$ cat src/rtl/alu_pkg.sv
// rtl/alu_pkg.sv - opcodes, flag bit indices and multiplier FSM encoding for alu_seq_unit
package alu_pkg;

  localparam logic [2:0] OP_ADD = 3'b000;
  localparam logic [2:0] OP_SUB = 3'b001;
  localparam logic [2:0] OP_AND = 3'b010;
  localparam logic [2:0] OP_OR  = 3'b011;
  localparam logic [2:0] OP_XOR = 3'b100;
  localparam logic [2:0] OP_SHL = 3'b101;
  localparam logic [2:0] OP_SHR = 3'b110;
  localparam logic [2:0] OP_MUL = 3'b111;

  localparam int FLAG_N = 3;
  localparam int FLAG_Z = 2;
  localparam int FLAG_C = 1;
  localparam int FLAG_V = 0;

  typedef enum logic {
    MUL_IDLE = 1'b0,
    MUL_RUN  = 1'b1
  } mul_state_t;

endpackage

$ cat src/rtl/alu_mul_seq.sv
// rtl/alu_mul_seq.sv - shift-add multiplier, one partial product per cycle for WIDTH cycles
module alu_mul_seq
  import alu_pkg::*;
#(
  parameter int WIDTH = 16
) (
  input  logic                 clock,
  input  logic                 reset,
  input  logic                 start,
  input  logic [WIDTH-1:0]     a,
  input  logic [WIDTH-1:0]     b,
  output logic                 busy,
  output logic                 done,
  output logic [2*WIDTH-1:0]   product
);

  localparam int CW = $clog2(WIDTH) + 1;
  localparam logic [CW-1:0] LAST = CW'(WIDTH - 1);

  mul_state_t         state, state_nxt;
  logic [CW-1:0]      cnt;
  logic [2*WIDTH-1:0] mcand;
  logic [2*WIDTH-1:0] acc;
  logic [2*WIDTH-1:0] acc_nxt;
  logic [WIDTH-1:0]   mplier;
  logic               last_step;

  // FSM state register; reset aborts any run in flight
  always_ff @(posedge clock or posedge reset) begin
    if (reset) state <= MUL_IDLE;
    else       state <= state_nxt;
  end

  // Next state and the accumulator value after this cycle's step.
  // done is high during the final step so the parent can latch the
  // finished product on the same edge that busy falls.
  always_comb begin
    state_nxt = state;
    last_step = 1'b0;
    acc_nxt   = acc + (mplier[0] ? mcand : '0);
    case (state)
      MUL_IDLE: if (start) state_nxt = MUL_RUN;
      MUL_RUN: begin
        if (cnt == LAST) begin
          last_step = 1'b1;
          state_nxt = MUL_IDLE;
        end
      end
    endcase
  end

  // Operand capture on start, then shift multiplicand left / multiplier right each step
  always_ff @(posedge clock or posedge reset) begin
    if (reset) begin
      cnt    <= '0;
      mcand  <= '0;
      mplier <= '0;
      acc    <= '0;
    end else if (state == MUL_IDLE && start) begin
      cnt    <= '0;
      mcand  <= {{WIDTH{1'b0}}, a};
      mplier <= b;
      acc    <= '0;
    end else if (state == MUL_RUN) begin
      cnt    <= cnt + CW'(1);
      mcand  <= mcand << 1;
      mplier <= mplier >> 1;
      acc    <= acc_nxt;
    end
  end

  assign busy    = (state == MUL_RUN);
  assign done    = last_step;
  assign product = acc_nxt;

endmodule

$ cat src/rtl/alu_seq_unit.sv
// rtl/alu_seq_unit.sv - A/G registers, op mux and flags; ALU_MUL_EN adds the sequential multiplier
module alu_seq_unit
  import alu_pkg::*;
#(
  parameter int WIDTH = 16,
  parameter int SHW   = $clog2(WIDTH) + 1
) (
  input  logic             clock,
  input  logic             reset,
  input  logic [WIDTH-1:0] buswire,
  input  logic             ain,
  input  logic             gin,
  input  logic [2:0]       op,
  output logic [WIDTH-1:0] aluout,
  output logic [3:0]       flags,
  output logic             busy,
  output logic             done
);

  logic [WIDTH-1:0] a_reg, g_reg;
  logic [3:0]       flag_reg;
  logic [WIDTH-1:0] res;
  logic [WIDTH:0]   sum;
  logic [SHW-1:0]   shamt;
  logic             res_c, res_v, res_wr;
  logic [3:0]       alu_flags;
  logic             mul_busy, mul_done;
  logic [WIDTH-1:0] mul_res;
  logic [3:0]       mul_flags;

  // Single-cycle result and flags; MUL never writes G from here
  always_comb begin
    res    = '0;
    sum    = '0;
    res_c  = 1'b0;
    res_v  = 1'b0;
    res_wr = 1'b1;
    shamt  = buswire[SHW-1:0];
    case (op)
      OP_ADD: begin
        sum   = {1'b0, a_reg} + {1'b0, buswire};
        res   = sum[WIDTH-1:0];
        res_c = sum[WIDTH];
        res_v = (a_reg[WIDTH-1] == buswire[WIDTH-1]) && (sum[WIDTH-1] != a_reg[WIDTH-1]);
      end
      OP_SUB: begin
        sum   = {1'b0, a_reg} + {1'b0, ~buswire} + {{WIDTH{1'b0}}, 1'b1};
        res   = sum[WIDTH-1:0];
        res_c = sum[WIDTH];
        res_v = (a_reg[WIDTH-1] != buswire[WIDTH-1]) && (sum[WIDTH-1] != a_reg[WIDTH-1]);
      end
      OP_AND: res = a_reg & buswire;
      OP_OR:  res = a_reg | buswire;
      OP_XOR: res = a_reg ^ buswire;
      OP_SHL: res = (shamt >= SHW'(WIDTH)) ? '0 : (a_reg << shamt);
      OP_SHR: res = (shamt >= SHW'(WIDTH)) ? '0 : (a_reg >> shamt);
      default: res_wr = 1'b0;
    endcase
    alu_flags         = '0;
    alu_flags[FLAG_N] = res[WIDTH-1];
    alu_flags[FLAG_Z] = (res == '0);
    alu_flags[FLAG_C] = res_c;
    alu_flags[FLAG_V] = res_v;
  end

`ifdef ALU_MUL_EN
  logic [2*WIDTH-1:0] mul_product;
  logic               mul_start;
  logic               done_reg;

  assign mul_start = gin && !mul_busy && (op == OP_MUL);

  alu_mul_seq #(.WIDTH(WIDTH)) u_mul (
    .clock   (clock),
    .reset   (reset),
    .start   (mul_start),
    .a       (a_reg),
    .b       (buswire),
    .busy    (mul_busy),
    .done    (mul_done),
    .product (mul_product)
  );

  // Flags for the finished product; any upper-half bit means overflow
  always_comb begin
    mul_res           = mul_product[WIDTH-1:0];
    mul_flags         = '0;
    mul_flags[FLAG_N] = mul_product[WIDTH-1];
    mul_flags[FLAG_Z] = (mul_product[WIDTH-1:0] == '0);
    mul_flags[FLAG_C] = |mul_product[2*WIDTH-1:WIDTH];
    mul_flags[FLAG_V] = |mul_product[2*WIDTH-1:WIDTH];
  end

  // done is the registered copy of the final step, high the cycle after busy drops
  always_ff @(posedge clock or posedge reset) begin
    if (reset) done_reg <= 1'b0;
    else       done_reg <= mul_done;
  end

  assign busy = mul_busy;
  assign done = done_reg;
`else
  assign mul_busy  = 1'b0;
  assign mul_done  = 1'b0;
  assign mul_res   = '0;
  assign mul_flags = '0;
  assign busy      = 1'b0;
  assign done      = 1'b0;
`endif

  // A load, and G/flag update from either a finishing multiply or an accepted single-cycle op
  always_ff @(posedge clock or posedge reset) begin
    if (reset) begin
      a_reg    <= '0;
      g_reg    <= '0;
      flag_reg <= '0;
    end else begin
      if (ain) a_reg <= buswire;
      if (mul_done) begin
        g_reg    <= mul_res;
        flag_reg <= mul_flags;
      end else if (gin && !mul_busy && res_wr) begin
        g_reg    <= res;
        flag_reg <= alu_flags;
      end
    end
  end

  assign aluout = g_reg;
  assign flags  = flag_reg;

endmodule

$ cat config.mk
export PLATFORM = sky130hd
export DESIGN_NAME = alu_seq_unit
export DESIGN_NICKNAME = d
export VERILOG_FILES = /design/src/rtl/alu_pkg.sv /design/src/rtl/alu_mul_seq.sv /design/src/rtl/alu_seq_unit.sv
export SDC_FILE = /design/constraint.sdc
export NUM_CORES = 1
export LEC_CHECK = 0
export ABC_AREA = 1
export BUFFER_PORTS_ARGS = -buffer_cell sky130_fd_sc_hd__buf_4
export CORE_MARGIN = 5
export CORE_UTILIZATION = 55
export CTS_BUF_LIST = sky130_fd_sc_hd__clkbuf_8
export CTS_CLUSTER_SIZE = 20
export DETAILED_ROUTE_END_ITERATION = 10
export PLACE_DENSITY = 0.83
export SLEW_MARGIN = 20
export SYNTH_ARGS = -nofsm -noshare
export SYNTH_HDL_FRONTEND = slang
export SYNTH_HIERARCHICAL = 1
export SYNTH_SLANG_ARGS = --single-unit
$ cat constraint.sdc
create_clock -name clock -period 4.6 [get_ports clock]
set_clock_uncertainty 0.05 [all_clocks]
set_input_delay 0.23 -clock clock [delete_from_list [all_inputs] [get_ports clock]]
set_output_delay 0.23 -clock clock [all_outputs]
set_load 0.01 [all_outputs]
==> flow_metrics.env, run 1 <==
export IMPL_cts_root_buf="sky130_fd_sc_hd__clkbuf_8"
export IMPL_finalMaxSlewViolations=0
export IMPL_post_cts_hold_buffer_count=0
export IMPL_syn_inst_count=968
export IMPL_post_synth_main_area_contributors="sky130_fd_sc_hd__nand2_1 21%, sky130_fd_sc_hd__dfrtp_1 16%, sky130_fd_sc_hd__nand3_1 15%"
export IMPL_route_vias_total=6442
export IMPL_nets=1053
export IMPL_finalSetupTns_ns=0
export IMPL_max_stage_delay_ns=0.51
export IMPL_final_antenna_net_count=0
export IMPL_setup_viol=0
export IMPL_cts_repair_resize_count=0
export IMPL_synth_warnings=6
export IMPL_worst_ep_arrival_time_ns=2.97
export IMPL_overflow=0
export IMPL_cpLargestDelayFamily="simple AND/OR/NAND/NOR gates"
export IMPL_die_width_um=110
export IMPL_worst_slack_ns=1.84
export IMPL_drt_pass1_iterations=6
export IMPL_synth_edff_count=0
export IMPL_floorplan_initialDensity_pct=56.3
export IMPL_routabilityCongestion=1.04
export IMPL_hold_ws_ns=-0.0127
export IMPL_cap_viol_max_count=0
export IMPL_postSynth_asyncResetShare_pct=100
export IMPL_status="complete, but fails checks"
export IMPL_clock_insertion_delay_worst_skew_ns=0.31
export IMPL_critical_path_required_ns=4.81
export IMPL_power_leakage_uw=0.00322
export IMPL_setup_worst_path_start_class="flop"
export IMPL_synth_distinct_cells=38
export IMPL_grt_start_max_net_pins=38
export IMPL_peakVddDrop_mv=0.102
export IMPL_worst_hold_path_type="in2async"
export IMPL_dominantRegCellSynth="sky130_fd_sc_hd__dfrtp_1"
export IMPL_route_detailed_drc=0
export IMPL_finalHoldViolations=19
export IMPL_drt_wirelength_per_cell_um=17.1
export IMPL_grt_setup_unrepaired="false"
export IMPL_io_pins=45
export IMPL_ctsLongestPathBuffers=2
export IMPL_synth_avg_cell_area_sq_um=5.69
export IMPL_crit_cells=16
export IMPL_slew_of_the_pin_with_the_lowest_slew_margin_ns=0.801
export IMPL_worstSetupPathType="reg2reg"
export IMPL_numCtsBuffers=5
export IMPL_pre_cts_slack_ns=1.83
export IMPL_via_count_of_the_first_global_routing_pass=5748
export IMPL_place_hpwl_mm=14.9
export IMPL_clock_tree_htree_level_count=2
export IMPL_layout_area_seq_sq_um=876
export IMPL_ys_seq_elements=35
export IMPL_cts_tree="done"
export IMPL_timing_final_crit_period_ns=2.76
export IMPL_design_core_area_sq_um=9770
export IMPL_final_period_utilization_pct=59.9
export IMPL_antenna_diode_count=0
export IMPL_maxClockFrequency_ghz=0.363
export IMPL_area_growth_pct=6.46
export IMPL_detail_route_iter0_violations=785
export IMPL_port_buffers=42
export IMPL_most_common_layout_cells="314 x sky130_fd_sc_hd__nand2_1, 165 x sky130_fd_sc_hd__nand3_1, 113 x sky130_fd_sc_hd__inv_1"
export IMPL_worst_path_buf_inv=2
export IMPL_multi_input_gate_area_sq_um=3920
export IMPL_number_of_rows_created_at_floorplan=36
export IMPL_dieArea_sq_um=12100
export IMPL_initial_antenna_violation_count=0
export IMPL_routed_wirelength_mm=19.0
export IMPL_worst_r2r_path_depth=16
export IMPL_post_cts_setup_buffer_count=0
export IMPL_timing_max_slew_rel_slack_pct=46.4
export IMPL_gr_util_all_layers_pct=31.7
export IMPL_crit_path_top_delay_cell="sky130_fd_sc_hd__dfrtp_1"
export IMPL_failed_checks="negative hold slack"
export IMPL_worstPathCellList="inv_1, ha_1, inv_1, nand2_1, nand3_1, nand2_1, nand2_1, nand3_1, nand3_1, nor2_1, nand2_1, nor2_1, nand2_1, nor2_1, nand2_1, nand2_1"
export IMPL_drive_gt1_share_pct=9.19
export IMPL_crit_path_max_fanout=9
export IMPL_crit_path_end_kind="flop"
export IMPL_die_h_um=110
export IMPL_wire_length_of_the_first_global_routing_pass_mm=29.6
export IMPL_mostFrequentLayoutCell="sky130_fd_sc_hd__nand2_1"
export IMPL_mappedNetlistArea_sq_um=5500
export IMPL_synth_top_cell_area_share_pct=21.4
export IMPL_yosysSeqAreaShare_pct=15.9
export IMPL_fill_cells=1025
export IMPL_crit_top_cell="sky130_fd_sc_hd__nand2_1"
export IMPL_tritoncts_num_sinks=35
export IMPL_clk_pin_slew_ns=0.10
export IMPL_p_per_area_nw_per_um2=232
export IMPL_yosysTopAreaCell="sky130_fd_sc_hd__nand2_1"
export IMPL_drt_vias_per_instance=5.79
-- through the flow --
step / area (sq um) / cells / util, % / hold slack (ns) / power (uW)
after floorplan: 5510 / 969 / - / 0.288 / 868
after global placement: 5770 / 1104 / 59.0 / 0.340 / 1080
after detailed placement: 5770 / 1104 / 59.0 / 0.339 / 1080
after CTS: 5860 / 1112 / 59.9 / 0.00807 / 1340
after global routing: 5860 / 1112 / 59.9 / 0.0506 / 1450
final: 5860 / 1112 / 59.9 / -0.0127 / 1360
-- cells by family (layout without fill, tap and decap cells) --
family	count (synthesis)	after routing	share of synthesized area, %
buffers and inverters	166	176	13.0
adders and majority gates	52	52	12.1
DFF	35	35	15.9
xor gates and xnor gates	1	1	0.159
and+or+nand+nor	612	612	48.9
other	1	2	0.0681
AOI/OAI and AO/OA	101	101	9.87
-- synth_stat cells, drive strengths merged (2+ instances only) --
| cell | count |
|---|---|
| ha | 50 |
| buf | 33 |
| o22ai | 11 |
| fa | 2 |
| nand3b | 3 |
| or2 | 6 |
| nand3 | 171 |
| o21ai | 41 |
| dfrtp | 35 |
| a31oi | 7 |
| clkinv | 2 |
| nand4 | 16 |
| nor3 | 5 |
| clkbuf | 10 |
| a21oi | 39 |
| nor2 | 87 |
| inv | 121 |
| nand2 | 323 |
| o21bai | 2 |
-- where the power goes --
part	internal [uW]	switching (uW)	total, uW
Clock	106	151	257
Combinational	235	474	709
Sequential	346	45.1	391
Total	687	670	1360
-- path summary, 6_finish.rpt --
check / startpoint / end / slack [ns]
hold / removal: reset / a_reg[13] / -0.01
hold reg to reg: aluout[13] / aluout[13] / 0.44
max in group asynchronous: reset / a_reg[15] / 4.16
setup reg to reg: a_reg[3] / flags[2] / 1.84
setup / recovery: a_reg[3] / flags[2] / 1.84
min in group clock: buswire[5] / a_reg[5] / 0.09
-- cell type report --
type,instances,area share (%)
inverter,123,8.05
clock inverter,3,0.342
tap,133,2.84
sequential,35,14.9
clock buffer,5,1.17
timing repair buffer,45,5.77
multi-input combinational,768,66.9
-- layer usage --
layer	vias to the layer above	GRT usage, %	wire length [um]
li1	3130	-	-
met1	2866	44.3	7800
met2	381	49.4	8380
met3	65	4.72	2050
met4	0	11.7	765
met5	-	0	0
-- tightest hold or removal path: stages --
cell and delay, ns:
sky130_fd_sc_hd__buf_4 0.11, sky130_fd_sc_hd__inv_1 0.04, sky130_fd_sc_hd__buf_4 0.42
Power figures use the tool's default switching activity.
==> inputs of run 2 (changes only) <==
--- a/config.mk
+++ b/config.mk
@@ -5,14 +5,14 @@
 export SDC_FILE = /design/constraint.sdc
 export NUM_CORES = 1
 export LEC_CHECK = 0
-export ABC_AREA = 1
+export ABC_AREA = 0
 export BUFFER_PORTS_ARGS = -buffer_cell sky130_fd_sc_hd__buf_4
 export CORE_MARGIN = 5
 export CORE_UTILIZATION = 55
 export CTS_BUF_LIST = sky130_fd_sc_hd__clkbuf_8
 export CTS_CLUSTER_SIZE = 20
 export DETAILED_ROUTE_END_ITERATION = 10
-export PLACE_DENSITY = 0.83
+export PLACE_DENSITY = 0.86
 export SLEW_MARGIN = 20
 export SYNTH_ARGS = -nofsm -noshare
 export SYNTH_HDL_FRONTEND = slang
==> constraint.sdc (replaced) <==
create_clock -name clock -period 2.5 [get_ports clock]
set_clock_uncertainty 0.05 [all_clocks]
set_input_delay 0.125 -clock clock [delete_from_list [all_inputs] [get_ports clock]]
set_output_delay 0.125 -clock clock [all_outputs]
set_load 0.01 [all_outputs]
==> flow_metrics.env, run 2 <==
export IMPL_synth_avg_cell_area_sq_um=7.94
export IMPL_worstReg2RegEnd="flags[2]"
export IMPL_final_period_utilization_pct=129
export IMPL_hold_ws_ns=0.00809
export IMPL_clk_pin_slew_ns=0.09
export IMPL_drt_wirelength_per_cell_um=26.3
export IMPL_final_antenna_net_count=0
export IMPL_wire_length_of_the_first_global_routing_pass_mm=37.8
export IMPL_port_buffers=42
export IMPL_numCtsBuffers=5
export IMPL_maxClockFrequency_ghz=0.309
export IMPL_power_switching_fraction_pct=43.8
export IMPL_synth_distinct_cells=79
export IMPL_finalMaxSlewViolations=0
export IMPL_critical_path_required_ns=2.69
export IMPL_peakVddDrop_mv=0.295
export IMPL_ys_seq_elements=35
export IMPL_seq_pwr_share_pct=19.9
export IMPL_finalSetupTns_ns=-4.01
export IMPL_regToRegStartpoint="a_reg[0]"
export IMPL_reg2reg_setup_slack_ns=-0.73
export IMPL_worst_r2r_path_depth=11
export IMPL_clock_insertion_delay_worst_skew_ns=0.33
export IMPL_worst_slack_ns=-0.734
export IMPL_failed_checks="negative setup slack"
export IMPL_initial_antenna_violation_count=1
export IMPL_yosysSeqAreaShare_pct=16.4
export IMPL_startpoint="a_reg[0]"
export IMPL_power_leakage_uw=0.00365
export IMPL_die_width_um=109
export IMPL_design_core_area_sq_um=9640
export IMPL_pwr_share_clk_pct=16.2
export IMPL_nets=965
export IMPL_syn_inst_count=673
export IMPL_setup_worst_path_start_class="flop"
export IMPL_worstSetupPathType="reg2reg"
export IMPL_worst_ep_arrival_time_ns=3.43
export IMPL_worst_hold_path_type="in2reg"
export IMPL_worst_hold_path_num_cells=3
export IMPL_synth_top_cell_area_share_pct=16.4
export IMPL_crit_path_max_fanout=3
export IMPL_p_int_uw=2010
export IMPL_drive_gt1_share_pct=45.0
export IMPL_yosysMostFrequentCell="sky130_fd_sc_hd__nor2_1"
export IMPL_routabilityCongestion=1.05
export IMPL_grt_start_max_net_pins=33
export IMPL_place_hpwl_mm=17.6
export IMPL_cap_viol_max_count=0
export IMPL_drt_pass1_iterations=7
export IMPL_post_synth_main_area_contributors="sky130_fd_sc_hd__dfrtp_1 16%, sky130_fd_sc_hd__ha_1 12%, sky130_fd_sc_hd__mux4_2 9.3%"
export IMPL_most_common_layout_cells="244 x sky130_fd_sc_hd__buf_4, 55 x sky130_fd_sc_hd__nand2_1, 54 x sky130_fd_sc_hd__nor2_1"
export IMPL_routed_wirelength_mm=26.9
export IMPL_mostFrequentLayoutCell="sky130_fd_sc_hd__buf_4"
export IMPL_detail_route_iter0_violations=1147
export IMPL_dieArea_sq_um=11800
export IMPL_yosysTopAreaCell="sky130_fd_sc_hd__dfrtp_1"
export IMPL_psw_uw=1570
export IMPL_critPathCapture="flags[2]"
export IMPL_dominantRegCellSynth="sky130_fd_sc_hd__dfrtp_1"
export IMPL_clock_tree_htree_level_count=2
export IMPL_finalHoldViolations=0
export IMPL_synthTopCellsByCount="58 x sky130_fd_sc_hd__nor2_1, 56 x sky130_fd_sc_hd__nand2_1, 50 x sky130_fd_sc_hd__a21oi_1, 50 x sky130_fd_sc_hd__ha_1, 48 x sky130_fd_sc_hd__inv_1"
export IMPL_number_of_rows_created_at_floorplan=36
export IMPL_postSynth_asyncResetShare_pct=100
export IMPL_route_detailed_drc=0
export IMPL_synth_edff_count=0
export IMPL_floorplan_initialDensity_pct=55.4
export IMPL_antenna_diode_count=0
export IMPL_io_pins=45
export IMPL_drt_vias_per_instance=7.00
export IMPL_crit_path_end_kind="flop"
export IMPL_route_vias_total=7168
export IMPL_ctsLongestPathBuffers=2
export IMPL_setup_viol=18
export IMPL_synth_warnings=6
export IMPL_via_count_of_the_first_global_routing_pass=6743
export IMPL_cts_tree="done"
export IMPL_gr_util_all_layers_pct=41.9
export IMPL_pwr_share_comb_pct=63.9
export IMPL_mappedNetlistArea_sq_um=5340
export IMPL_tritoncts_num_sinks=35
export IMPL_timing_final_crit_period_ns=3.23
export IMPL_p_per_area_nw_per_um2=442
export IMPL_area_growth_pct=51.7
export IMPL_cts_root_buf="sky130_fd_sc_hd__clkbuf_8"
export IMPL_status="complete, but fails checks"
export IMPL_timing_max_slew_rel_slack_pct=49.0
export IMPL_die_h_um=109
export IMPL_slew_of_the_pin_with_the_lowest_slew_margin_ns=0.759
export IMPL_overflow=0
export IMPL_grt_setup_unrepaired="true"
## run 2: repair_timing
item | 4_1_cts | 5_1_grt
hold buffers | 3 | 0
buffers inserted | 7 | 5
endpoints found under the setup margin | 15 | 18
endpoints found under the hold margin | 11 | 0
pin swaps | 19 | 22
resized for setup | 73 | 70
## run 2: kinds of logic after synthesis
kind of cell | Yosys count | share of synthesized area (%)
flip-flops | 35 | 16.4
AO/OA/AOI/OAI | 205 | 26.0
AND/OR/NAND/NOR | 220 | 20.7
other | 1 | 0.0702
buffers and inverters | 100 | 7.92
adder cells (fa/ha/maj) | 52 | 12.5
XOR/XNOR | 8 | 1.31
multiplexers | 52 | 15.2
## run 2: layout make-up
class / instances / area, sq um
multi-input cells: 539 / 4740
inverters: 50 / 190
clock inverters: 3 / 43.8
repair buffers: 259 / 2010
fillers: 561 / 1540
well taps: 133 / 166
clock buffers: 5 / 68.8
flip-flops and latches: 35 / 882
## run 2: worst min path at each step
stage / startpoint / endpoint / slack, ns
after floorplan: ain / a_reg[0] / 0.18
after global placement: reset / aluout[2] / 0.10
after detailed placement: reset / aluout[2] / 0.12
after CTS: buswire[12] / a_reg[12] / 0.007
after global routing: buswire[12] / a_reg[12] / 0.01
final: buswire[12] / a_reg[12] / 0.008
## run 2: stage by stage
step | util [%] | power [uW] | instance area (sq um) | cells | setup slack, ns
after global routing | 84.1 | 3690 | 8100 | 1024 | -0.840
after detailed placement | 74.3 | 2500 | 7160 | 1002 | -0.653
after CTS | 79.9 | 3220 | 7700 | 1020 | -0.578
after floorplan | - | 1620 | 5370 | 674 | -0.390
after global placement | 74.3 | 2440 | 7160 | 1002 | -0.591
final | 84.1 | 3580 | 8100 | 1024 | -0.734
## run 2: critical path, cell delays in order, from the launching register on
cell,delay [ns]
sky130_fd_sc_hd__dfrtp_1,0.45
sky130_fd_sc_hd__ha_4,0.20
sky130_fd_sc_hd__fa_2,0.43
sky130_fd_sc_hd__mux2i_1,0.22
sky130_fd_sc_hd__o221ai_1,0.15
sky130_fd_sc_hd__a211o_1,0.27
sky130_fd_sc_hd__a311o_1,0.32
sky130_fd_sc_hd__or4_4,0.53
sky130_fd_sc_hd__nor4_4,0.14
sky130_fd_sc_hd__nand4_1,0.13
sky130_fd_sc_hd__nor3_2,0.14
sky130_fd_sc_hd__a22o_1,0.15
## run 2: layer usage
layer	global-route usage (%)	routed length [um]	vias up
met5	0	0	-
met4	19.2	1970	0
met3	8.54	3480	200
met2	68.4	12000	706
met1	53.2	9440	3338
li1	-	-	2924
## run 2: power groups by stage
stage,Sequential [uW],Clock (uW),Combinational (uW)
final,712,581,2290
after global routing,719,595,2370
after CTS,707,570,1940
after detailed placement,720,0,1780
after global placement,715,0,1730
after floorplan,746,0,876
